### src/rtl/mic_period_pkg.sv
// rtl/mic_period_pkg.sv - shared FSM states, constants and sample types for the mic period detector
package mic_period_pkg;

  localparam int SAMPLE_W_DEF = 12;
  localparam int MID_SCALE    = 2048;

  typedef enum logic [1:0] {
    ST_IDLE,
    ST_LOW,
    ST_HIGH
  } fsm_state_t;

  // One extra bit so code - dc never overflows.
  typedef logic signed [SAMPLE_W_DEF:0] centered_t;

endpackage

### src/rtl/mic_dc_tracker.sv
// rtl/mic_dc_tracker.sv - first-order IIR estimate of the microphone DC bias
import mic_period_pkg::*;

module mic_dc_tracker #(
  parameter int SAMPLE_W = SAMPLE_W_DEF,
  parameter int DC_SHIFT = 8
) (
  input  logic                clock,
  input  logic                reset,
  input  logic                sample_valid,
  input  logic [SAMPLE_W-1:0] code,
  output logic [SAMPLE_W-1:0] dc
);

  // One spare bit keeps acc + code from wrapping before the decay term is removed.
  localparam int ACC_W = SAMPLE_W + DC_SHIFT + 1;

  logic [ACC_W-1:0] acc;

  always_ff @(posedge clock) begin
    if (reset) begin
      acc <= ACC_W'(MID_SCALE) << DC_SHIFT;
    end else if (sample_valid) begin
      acc <= acc + ACC_W'(code) - (acc >> DC_SHIFT);
    end
  end

  assign dc = SAMPLE_W'(acc >> DC_SHIFT);

endmodule

### src/rtl/mic_period_detector.sv
// rtl/mic_period_detector.sv - rising-crossing period meter; MIC_PERIOD_DC_FILTER_EN enables DC tracking
import mic_period_pkg::*;

module mic_period_detector #(
  parameter int SAMPLE_W   = SAMPLE_W_DEF,
  parameter int PERIOD_W   = 16,
  parameter int HYST       = 64,
  parameter int MIN_PERIOD = 8,
  parameter int MAX_PERIOD = 4095,
  parameter int DC_SHIFT   = 8
) (
  input  logic                clock,
  input  logic                reset,
  input  logic                sample_valid,
  input  logic [15:0]         sample,
  output logic [PERIOD_W-1:0] period,
  output logic                period_valid,
  output logic                locked,
  output logic                crossing
);

  localparam centered_t             HYST_POS = centered_t'(HYST);
  localparam centered_t             HYST_NEG = -HYST_POS;
  localparam logic [PERIOD_W-1:0] MIN_CNT  = PERIOD_W'(MIN_PERIOD);
  localparam logic [PERIOD_W-1:0] MAX_CNT  = PERIOD_W'(MAX_PERIOD);
  localparam logic [PERIOD_W-1:0] CNT_SAT  = '1;
  localparam logic [PERIOD_W-1:0] CNT_ONE  = PERIOD_W'(1);

  logic [SAMPLE_W-1:0] code;
  logic [SAMPLE_W-1:0] dc;
  centered_t           centered;
  fsm_state_t          state;
  logic                have_ref;
  logic [PERIOD_W-1:0] cnt;
  logic [PERIOD_W-1:0] cnt_inc;
  logic                go_high;
  logic                go_low;
  logic                rise;
  logic                unused_bits;

  assign code        = sample[SAMPLE_W-1:0];
  assign unused_bits = ^{sample[15:SAMPLE_W], DC_SHIFT[0]};

`ifdef MIC_PERIOD_DC_FILTER_EN
  mic_dc_tracker #(
    .SAMPLE_W (SAMPLE_W),
    .DC_SHIFT (DC_SHIFT)
  ) u_dc_tracker (
    .clock        (clock),
    .reset        (reset),
    .sample_valid (sample_valid),
    .code         (code),
    .dc           (dc)
  );
`else
  assign dc = SAMPLE_W'(MID_SCALE);
`endif

  assign centered = centered_t'({1'b0, code}) - centered_t'({1'b0, dc});
  assign go_high  = (centered >= HYST_POS);
  assign go_low   = (centered <= HYST_NEG);
  assign rise     = (state == ST_LOW) && go_high;
  assign cnt_inc  = (cnt == CNT_SAT) ? cnt : cnt + CNT_ONE;

  always_ff @(posedge clock) begin
    if (reset) begin
      state        <= ST_IDLE;
      have_ref     <= 1'b0;
      cnt          <= '0;
      period       <= '0;
      period_valid <= 1'b0;
      locked       <= 1'b0;
      crossing     <= 1'b0;
    end else begin
      period_valid <= 1'b0;
      crossing     <= 1'b0;
      if (sample_valid) begin
        unique case (state)
          ST_IDLE: begin
            if (go_low)       state <= ST_LOW;
            else if (go_high) state <= ST_HIGH;
          end
          ST_LOW:  if (go_high) state <= ST_HIGH;
          ST_HIGH: if (go_low)  state <= ST_LOW;
          default: state <= ST_IDLE;
        endcase

        // A crossing landing on the timeout sample still counts as a period.
        if (rise) begin
          crossing <= 1'b1;
          if (!have_ref) begin
            have_ref <= 1'b1;
            cnt      <= CNT_ONE;
          end else if (cnt < MIN_CNT) begin
            cnt <= cnt_inc;
          end else begin
            period       <= cnt;
            period_valid <= 1'b1;
            locked       <= 1'b1;
            cnt          <= CNT_ONE;
          end
        end else if (have_ref) begin
          if (cnt == MAX_CNT) begin
            have_ref <= 1'b0;
            locked   <= 1'b0;
            period   <= '0;
            cnt      <= '0;
            state    <= ST_IDLE;
          end else begin
            cnt <= cnt_inc;
          end
        end
      end
    end
  end

endmodule

### config.mk
export PLATFORM = sky130hd
export DESIGN_NAME = mic_period_detector
export DESIGN_NICKNAME = d
export VERILOG_FILES = /design/src/rtl/mic_period_pkg.sv /design/src/rtl/mic_dc_tracker.sv /design/src/rtl/mic_period_detector.sv
export SDC_FILE = /design/constraint.sdc
export NUM_CORES = 1
export LEC_CHECK = 0
export CORE_MARGIN = 2
export CORE_UTILIZATION = 35
export DETAILED_ROUTE_END_ITERATION = 6
export MAX_ROUTING_LAYER = met4
export PLACE_DENSITY = 0.62
export SETUP_SLACK_MARGIN = 0.05
export SLEW_MARGIN = 15
export SYNTH_ARGS = -nofsm -noshare
export SYNTH_HDL_FRONTEND = slang
export SYNTH_HIERARCHICAL = 1
export SYNTH_SLANG_ARGS = --single-unit
### constraint.sdc
create_clock -name clock -period 3 [get_ports clock]
set_input_delay 0.75 -clock clock [delete_from_list [all_inputs] [get_ports clock]]
set_output_delay 0.75 -clock clock [all_outputs]
set_load 0.01 [all_outputs]
==> results of run 1 <==
==> per-stage QoR <==
| stage | utilization | worst slack (ns) | power (mW) | std cells | hold WS, ns |
|---|---|---|---|---|---|
| after global placement | 0.428 | 0.167 | 0.595 | 332 | 0.465 |
| after global routing | 0.447 | 0.304 | 1.05 | 340 | 0.506 |
| final | 0.447 | 0.422 | 1.01 | 340 | 0.477 |
| after CTS | 0.447 | 0.424 | 1.02 | 340 | 0.482 |
| after floorplan | - | 0.633 | 0.562 | 241 | 0.459 |
| after detailed placement | 0.428 | 0.123 | 0.595 | 332 | 0.471 |
==> worst reg2reg max path, delay by kind of cell, from the launching register on <==
family	cells	cell delay [ns]
muxes	1	0.11
DFF	1	0.48
adders and majority gates	1	0.26
AOI/OAI and AO/OA	2	0.37
and+or+nand+nor	2	0.69
buffers and inverters	1	0.19
==> layer usage <==
| layer | up-vias | share of wire |
|---|---|---|
| met5 | - | 0 |
| met4 | 0 | 0.015 |
| met3 | 10 | 0.046 |
| met2 | 58 | 0.45 |
| met1 | 849 | 0.49 |
| li1 | 941 | - |
==> power by group through the flow <==
stage	clock network (mW)	registers [mW]	logic [mW]
CTS	0.433	0.513	0.0711
detailed placement	0	0.524	0.0707
global placement	0	0.524	0.0701
finish	0.422	0.513	0.0707
global route	0.455	0.513	0.0773
floorplan	0	0.522	0.0398
==> placed cells by master (no fill, tap or decap), types with 4 or more instances in the layout <==
master            n
dfxtp_1          38
clkdlybuf4s50_1  33
nand2_1          32
a21oi_1          21
o21ai_0          13
nand4_1          11
o21ai_1          11
nor2_1            8
nand3_1           7
nor2_2            7
xor2_1            6
nor3_1            5
o211ai_1          5
clkbuf_8          5
buf_4             5
and4_1            4
inv_1             4
a21oi_2           4
a31oi_1           4
or3_1             4
==> cells in the mapped netlist (2+ instances only) <==
| master | count | area, sq um |
|---|---|---|
| buf_2 | 3 | 15.0 |
| nor4_1 | 3 | 18.8 |
| dfxtp_1 | 38 | 761 |
| nand2_1 | 32 | 120 |
| buf_6 | 2 | 22.5 |
| and3_1 | 2 | 12.5 |
| nor2_2 | 7 | 43.8 |
| inv_1 | 4 | 15.0 |
| clkbuf_1 | 13 | 48.8 |
| o21ai_1 | 11 | 55.1 |
| a21oi_2 | 4 | 35.0 |
| nand4_1 | 11 | 68.8 |
| xor2_1 | 6 | 52.6 |
| nand3b_1 | 2 | 15.0 |
| a31oi_1 | 4 | 25.0 |
| or3_1 | 4 | 25.0 |
| nor2_1 | 8 | 30.0 |
| nor3_1 | 5 | 25.0 |
| nand3_1 | 7 | 35.0 |
| a41oi_1 | 3 | 26.3 |
| o21ai_0 | 13 | 65.1 |
| nor2b_1 | 3 | 18.8 |
| and4_1 | 4 | 35.0 |
| o211ai_1 | 5 | 37.5 |
| a311oi_1 | 3 | 26.3 |
| a21oi_1 | 21 | 105 |
| o2111ai_1 | 2 | 17.5 |
==> sequential cells by signal, summed over array words and instances, names as in the netlist <==
name and flops:
crossing 1, have_ref 1, period_valid 1, cnt 16, period 16, state 2
locked 1
==> layout make-up <==
type	count	share of cell area
Clock buffer	7	0.0312
Timing Repair Buffer	39	0.158
Clock inverter	1	0.0123
Tap cell	72	0.0368
Multi-Input combinational cell	179	0.445
Inverter	4	0.00613
Sequential cell	38	0.311
==> how the worst min path moves through the flow <==
stage | end | slack [ns]
2_1_floorplan | period[11]$_SDFFE_PP0P_ | 0.46
3_3_place_gp | locked$_SDFFE_PP0P_ | 0.47
3_5_place_dp | period[6]$_SDFFE_PP0P_ | 0.47
4_1_cts | locked$_SDFFE_PP0P_ | 0.48
5_1_grt | period[6]$_SDFFE_PP0P_ | 0.51
6_report | locked$_SDFFE_PP0P_ | 0.48
==> logic make-up (layout without fill, tap and decap cells) <==
logic type,after synthesis,count (layout),synth area share
AO/OA/AOI/OAI,77,77,0.257
XOR/XNOR,6,6,0.0268
adder cells (fa/ha/maj),1,1,0.00638
buffers and inverters,24,51,0.0574
flip-flops,38,38,0.388
multiplexers,2,2,0.0121
AND/OR/NAND/NOR,93,93,0.253
==> impl_metrics.ini, run 1 <==
[synth]
async_flop_share = 0
synth.distinct_cells = 48
synth_ff_type = dfxtp_1
synth.avg_cell_area_sq_um = 8.14
synth_warnings = 6
synthCells = 241
synth_edf_count = 0
ys_seq_elements = 38
syn_nets = 261
syn_area_sq_um = 1960
yosysSeqAreaShare = 0.388

[critical_path]
start_kind = input pin
worstPathArrival_ns = 2.78
criticalPathCategory = in -> reg
r2r-end = cnt[7]$_SDFFE_PP0P_
crit_slowest_cell = or4_4
cp_top_family = compound AO/OA/AOI/OAI gates
cp_max_fo = 12
worstSetupEndpoint = cnt[14]$_SDFFE_PP0P_
path_cells = clkdlybuf4s50_1, or4_4, o211a_4, a21oi_2, a31oi_1, a311oi_1
rr_startpoint = cnt[0]$_SDFFE_PP0P_
required_ns = 3.20
crit_path_max_incr_delay_ns = 0.56
cp-startpoint = sample[9]
path_depth = 6
reg2regPathDepth = 7
critPathBufInv = 1
critPathCaptureType = flip-flop
reg2reg_setup_slack_ns = 0.77

[min_path]
hold_path.class = reg -> reg
hp-start = locked$_SDFFE_PP0P_
hold_depth = 2

[floorplan]
die_area_sq_um = 6220
pin_count = 38
num_rows = 27
initial_utilization = 0.358
die_x_um = 78.9
core_sq_um = 5470
die_h_um = 78.9

[global_routing]
grt_use_met1 = 0.220
gr-total-overflow = 0
first_global_vias = 1669
track_usage = 0.165
grt_util_met2 = 0.255
grt_pass1_wl_mm = 7.97
grt_most_used_layer = met2
grt_max_degree = 25
grt_util_met3 = 0.0273
antenna_found_initial = 0

[finish]
syn2layout_area_growth_pct = 24.8
insertedDiodeCount = 0
seq_area_sq_um = 761
multi_input_area_sq_um = 1090
finalInstanceArea_sq_um = 2450
nNetsFinal = 287
num-fill-cells = 577
drive_gt1_frac = 0.112

[drt]
wl_mm = 4.76
drt-pass1-iter-count = 4
drc = 0
vias_per_cell = 5.46
drt_first_iter_violations = 174
num_vias = 1858
wire_per_inst_um = 14.0
ant_nets = 0

[power]
peakVddDrop_mv = 0.166
seq_power_share = 0.510
combPwrFrac = 0.070
intPower_uw = 792
pwr-share-clk = 0.419
switching_share = 0.212
powerDensity_nw_per_um2 = 411
p_sw_uw = 213
cellLeakagePower_nw = 0.746

[sta]
worst_slew_pin_slew_ns = 0.961
relSlewSlack = 0.356
finalHoldViolCount = 0
setup-tns-final_ns = 0
final.min_clock_period_ns = 2.58
fin_crit_sh = 0.859
fmax_mhz = 388
maxSlewViolCount = 0
setup_viol = 0
rsz0062_at_grt = false
skew_ns = 0.00546

[clock_network]
cts_made_buffers = 5
clkTransAtPathRegs_ns = 0.07
clock-sinks = 38
cts_root_buf = clkbuf_8
cts_hold_buf = 0
cts_resized = 0
cts.path.max_buffers = 2
clock_latency_ns = 0.29
tritoncts = built
post_cts_buffers = 0
cts-htree-levels = 2

[placement]
post_dp_cell_area_sq_um = 2340
portBuffers = 33
gp_congestion = 0.858
dp_hpwl_mm = 3.41

[status]
status = finished, final reports clean

[run]
drv_cap = 0
(Power assumes the default switching activity.)
==> run 2: changes to the inputs <==
- HOLD_SLACK_MARGIN: unset -> 0.02
- clock period: 3 -> 3.1 ns (I/O delays scaled with it)
==> run 2 against run 1 <==
Compared with the run above:
- count of clock-buffer cells in the layout decreased by 1
- global-route usage increased by 0.082 points
- design area decreased by 0.46%
- worst setup slack improved by 0.081 ns
- die area unchanged
- core utilization decreased by 0.21 points
- sequential share of layout area increased by 0.14 points
==> impl_metrics.ini, run 2 (same netlist as run 1, synthesis figures left out) <==
[sta]
fin_crit_sh = 0.838
setup_viol = 0
maxSlewViolCount = 0
finalHoldViolCount = 0
setup-tns-final_ns = 0
final.min_clock_period_ns = 2.60
fmax_mhz = 385
relSlewSlack = 0.344
skew_ns = 0.00597
rsz0062_at_grt = false
setup_ws_ns = 0.503
worst_slew_pin_slew_ns = 0.980

[power]
pwr-share-clk = 0.386
seq_power_share = 0.539
p_total_uw = 921
switching_share = 0.235
peakVddDrop_mv = 0.147
p_sw_uw = 217
intPower_uw = 704
combPwrFrac = 0.075
powerDensity_nw_per_um2 = 378
cellLeakagePower_nw = 0.740

[clock_network]
clkTransAtPathRegs_ns = 0.08
cts_hold_buf = 0
post_cts_buffers = 0
tritoncts = built
cts-htree-levels = 2
clock-sinks = 38
cts_resized = 0
clock_latency_ns = 0.29
cts.path.max_buffers = 2
cts_made_buffers = 5
cts_root_buf = clkbuf_8

[critical_path]
r2r-end = cnt[5]$_SDFFE_PP0P_
cp_max_fo = 9
rr_startpoint = cnt[0]$_SDFFE_PP0P_
required_ns = 3.28
worstPathArrival_ns = 2.78
worstSetupEndpoint = cnt[5]$_SDFFE_PP0P_
criticalPathCategory = in -> reg
critPathCaptureType = flip-flop
reg2regPathDepth = 7
start_kind = input pin
cp-startpoint = sample[9]
reg2reg_setup_slack_ns = 0.79

[finish]
syn2layout_area_growth_pct = 24.2
reg_top3 = cnt x16, period x16, state x2
nNetsFinal = 287
num-fill-cells = 577
insertedDiodeCount = 0
drive_gt1_frac = 0.119
most-common-layout-cells = 38 x dfxtp_1, 33 x clkdlybuf4s50_1, 32 x nand2_1
final_common_cell = dfxtp_1
final_cells = 340

[floorplan]
num_rows = 27
die_h_um = 78.9
initial_utilization = 0.358
die_area_sq_um = 6220
core_sq_um = 5470
pin_count = 38
die_x_um = 78.9

[drt]
drt_first_iter_violations = 124
wire_per_inst_um = 13.9
vias_per_cell = 5.45
num_vias = 1853
ant_nets = 0
wl_mm = 4.73
drc = 0
drt-pass1-iter-count = 4

[global_routing]
grt_max_degree = 25
first_global_vias = 1608
grt_pass1_wl_mm = 7.95
gr-total-overflow = 0
track_usage = 0.166
antenna_found_initial = 0

[placement]
place_ws_ns = 0.185
dp_cells = 332
dp_hpwl_mm = 3.40
portBuffers = 33
gp_congestion = 0.869

[min_path]
hold_path.class = reg -> reg

[status]
status = finished, final reports clean

[run]
drv_cap = 0
==> run 2: stage by stage <==
stage | utilization | cell area [sq um] | hold slack [ns]
floorplan | - | 1960 | 0.459
global placement | 0.428 | 2340 | 0.466
detailed placement | 0.428 | 2340 | 0.470
CTS | 0.445 | 2440 | 0.481
global route | 0.445 | 2440 | 0.509
finish | 0.445 | 2440 | 0.477
==> run 2: power by group through the flow <==
stage / clock [mW] / combinational, mW / sequential, mW
after floorplan: 0 / 0.0385 / 0.505
after global placement: 0 / 0.0680 / 0.508
after detailed placement: 0 / 0.0691 / 0.508
after CTS: 0.371 / 0.0693 / 0.496
after global routing: 0.395 / 0.0750 / 0.497
final: 0.356 / 0.0688 / 0.496
==> run 2: cell type report <==
| cell class | count | area [sq um] | area share |
|---|---|---|---|
| clock inverter | 2 | 12.5 | 0.00513 |
| clock buffer | 6 | 82.6 | 0.0339 |
| sequential | 38 | 761 | 0.312 |
| multi-input combinational | 179 | 1090 | 0.447 |
| tap | 72 | 90.1 | 0.0370 |
| timing repair buffer | 39 | 388 | 0.159 |
| inverter | 4 | 15.0 | 0.00616 |
==> run 2: worst max-delay path, cell delays in order <==
cell and delay, ns:
clkdlybuf4s50_1 0.42, or4_4 0.57, o211ai_2 0.26, mux2i_2 0.12, a2bb2oi_2 0.40, buf_12 0.20
a21oi_1 0.04
==> run 2: worst min-delay path by stage <==
stage | slack, ns | endpoint | depth (start not counted) | start
2_1_floorplan | 0.46 | period[11]$_SDFFE_PP0P_ | 2 | cnt[11]$_SDFFE_PP0P_
3_3_place_gp | 0.47 | locked$_SDFFE_PP0P_ | 2 | locked$_SDFFE_PP0P_
3_5_place_dp | 0.47 | period[7]$_SDFFE_PP0P_ | 2 | period[7]$_SDFFE_PP0P_
4_1_cts | 0.48 | period[7]$_SDFFE_PP0P_ | 2 | period[7]$_SDFFE_PP0P_
5_1_grt | 0.51 | period[6]$_SDFFE_PP0P_ | 2 | period[6]$_SDFFE_PP0P_
6_report | 0.48 | period[7]$_SDFFE_PP0P_ | 2 | period[7]$_SDFFE_PP0P_
==> run 2: metal layers <==
layer	wire length, um	vias up	global-route usage
li1	-	939	-
met1	2240	845	0.222
met2	2140	61	0.246
met4	85	0	0.0690
met3	264	8	0.0307
met5	0	-	-
==> run 3: changes to the inputs <==
- PLACE_DENSITY: 0.62 -> 0.64
- clock period: 3.1 -> 2.27 ns (I/O delays scaled with it)
==> run 3 against run 2 <==
Compared with the run above:
- register-to-register slack got worse by 0.58 ns
- clock power is 100% higher
- clock skew about the same
- sequential share of layout area shrank 2.9 points
- worst setup slack lost 0.39 ns
- flip-flop and latch count unchanged
- critical path depth increased by 1
- largest power group is now clock
==> impl_metrics.ini, run 3 (same netlist as run 1, synthesis figures left out) <==
[critical_path]
cp_max_fo = 9
cp-startpoint = sample[9]
reg2reg_setup_slack_ns = 0.21
required_ns = 2.51
reg2regPathDepth = 7
worstPathArrival_ns = 2.39
worstSetupEndpoint = cnt[5]$_SDFFE_PP0P_
start_kind = input pin
r2r-end = cnt[5]$_SDFFE_PP0P_
critPathCaptureType = flip-flop
criticalPathCategory = in -> reg
rr_startpoint = cnt[5]$_SDFFE_PP0P_

[placement]
post_dp_cell_area_sq_um = 2480
gp_congestion = 0.910
portBuffers = 33
dp_hpwl_mm = 3.61

[floorplan]
die_area_sq_um = 6220
num_rows = 27
die_h_um = 78.9
initial_utilization = 0.358
die_x_um = 78.9
core_sq_um = 5470
pin_count = 38

[global_routing]
grt_max_degree = 25
gr-total-overflow = 0
antenna_found_initial = 0
track_usage = 0.182
first_global_vias = 1800
grt_pass1_wl_mm = 8.62

[sta]
setup_viol = 0
finalHoldViolCount = 0
setup-tns-final_ns = 0
final.min_clock_period_ns = 2.16
skew_ns = 0.00646
worst_slew_pin_slew_ns = 0.620
maxSlewViolCount = 0
relSlewSlack = 0.586
fin_crit_sh = 0.949
rsz0062_at_grt = true
fmax_mhz = 464

[finish]
fin_util = 0.491
syn2layout_area_growth_pct = 36.9
finalInstanceArea_sq_um = 2690
nNetsFinal = 305
drive_gt1_frac = 0.178
reg_top3 = cnt x16, period x16, state x2
final_common_cell = dfxtp_1
insertedDiodeCount = 0
most-common-layout-cells = 38 x dfxtp_1, 32 x nand2_1, 29 x clkdlybuf4s50_1

[min_path]
hold_path.class = reg -> reg

[drt]
wire_per_inst_um = 14.1
vias_per_cell = 5.45
drc = 0
ant_nets = 0
wl_mm = 5.03
drt_first_iter_violations = 151
num_vias = 1952
drt-pass1-iter-count = 4

[clock_network]
clock_latency_ns = 0.30
cts_hold_buf = 0
clkTransAtPathRegs_ns = 0.08
clock-sinks = 38
tritoncts = built
cts_root_buf = clkbuf_8
cts_made_buffers = 5
cts.path.max_buffers = 2
cts-htree-levels = 2

[power]
powerDensity_nw_per_um2 = 558
cellLeakagePower_nw = 0.902
peakVddDrop_mv = 0.275

[run]
drv_cap = 0

[status]
status = finished, final reports clean
==> run 3: worst min path at each step <==
| stage | from | end | cells past startpoint |
|---|---|---|---|
| after global routing | period[2]$_SDFFE_PP0P_ | period[2]$_SDFFE_PP0P_ | 2 |
| final | locked$_SDFFE_PP0P_ | locked$_SDFFE_PP0P_ | 2 |
| after CTS | period[14]$_SDFFE_PP0P_ | period[14]$_SDFFE_PP0P_ | 2 |
| after floorplan | cnt[11]$_SDFFE_PP0P_ | period[11]$_SDFFE_PP0P_ | 2 |
| after global placement | locked$_SDFFE_PP0P_ | locked$_SDFFE_PP0P_ | 2 |
| after detailed placement | period[4]$_SDFFE_PP0P_ | period[4]$_SDFFE_PP0P_ | 2 |
==> run 3: worst max-delay path, stage by stage <==
cell and delay, ns:
dlygate4sd2_1 0.24, or4_4 0.57, o211ai_4 0.23, mux2i_4 0.33, buf_6 0.13, a2bb2oi_2 0.07, buf_12 0.15, a21oi_1 0.10
==> run 3: where the power goes <==
group          switching, mW  leakage, nW  total [mW]  internal [mW]
registers            0.00584        0.306       0.676          0.670
logic                 0.0526        0.524       0.108         0.0552
clock network          0.246       0.0714       0.714          0.469
==> run 3: what timing repair did <==
| action | CTS | global route |
|---|---|---|
| buffers inserted | 3 | 0 |
| pin swaps | 4 | 6 |
| setup endpoints to repair | 31 | 26 |
| cloned | 1 | 0 |
| resized for setup | 11 | 1 |
==> run 3: through the flow <==
step	hold WS (ns)	instances	worst slack, ns	power, mW
floorplan	0.459	241	0.0857	0.743
finish	0.478	358	0.115	1.50
CTS	0.483	359	0.0881	1.52
detailed placement	0.471	347	-0.363	0.799
global placement	0.465	347	-0.335	0.797
global route	0.498	358	0.0170	1.55
==> run 3: routing by layer <==
layer	vias to the layer above	GRT usage	wire, um
li1	977	-	-
met1	903	0.221	2270
met2	60	0.292	2400
met3	12	0.0398	232
met4	0	0.0776	136
met5	-	-	0
==> run 3: layout make-up <==
cell class	instances	area, sq um
tap	72	90.1
timing repair buffer	57	562
clock inverter	2	60.1
fill	552	2790
clock buffer	6	82.6
inverter	4	15.0
multi-input combinational	179	1120
sequential	38	761
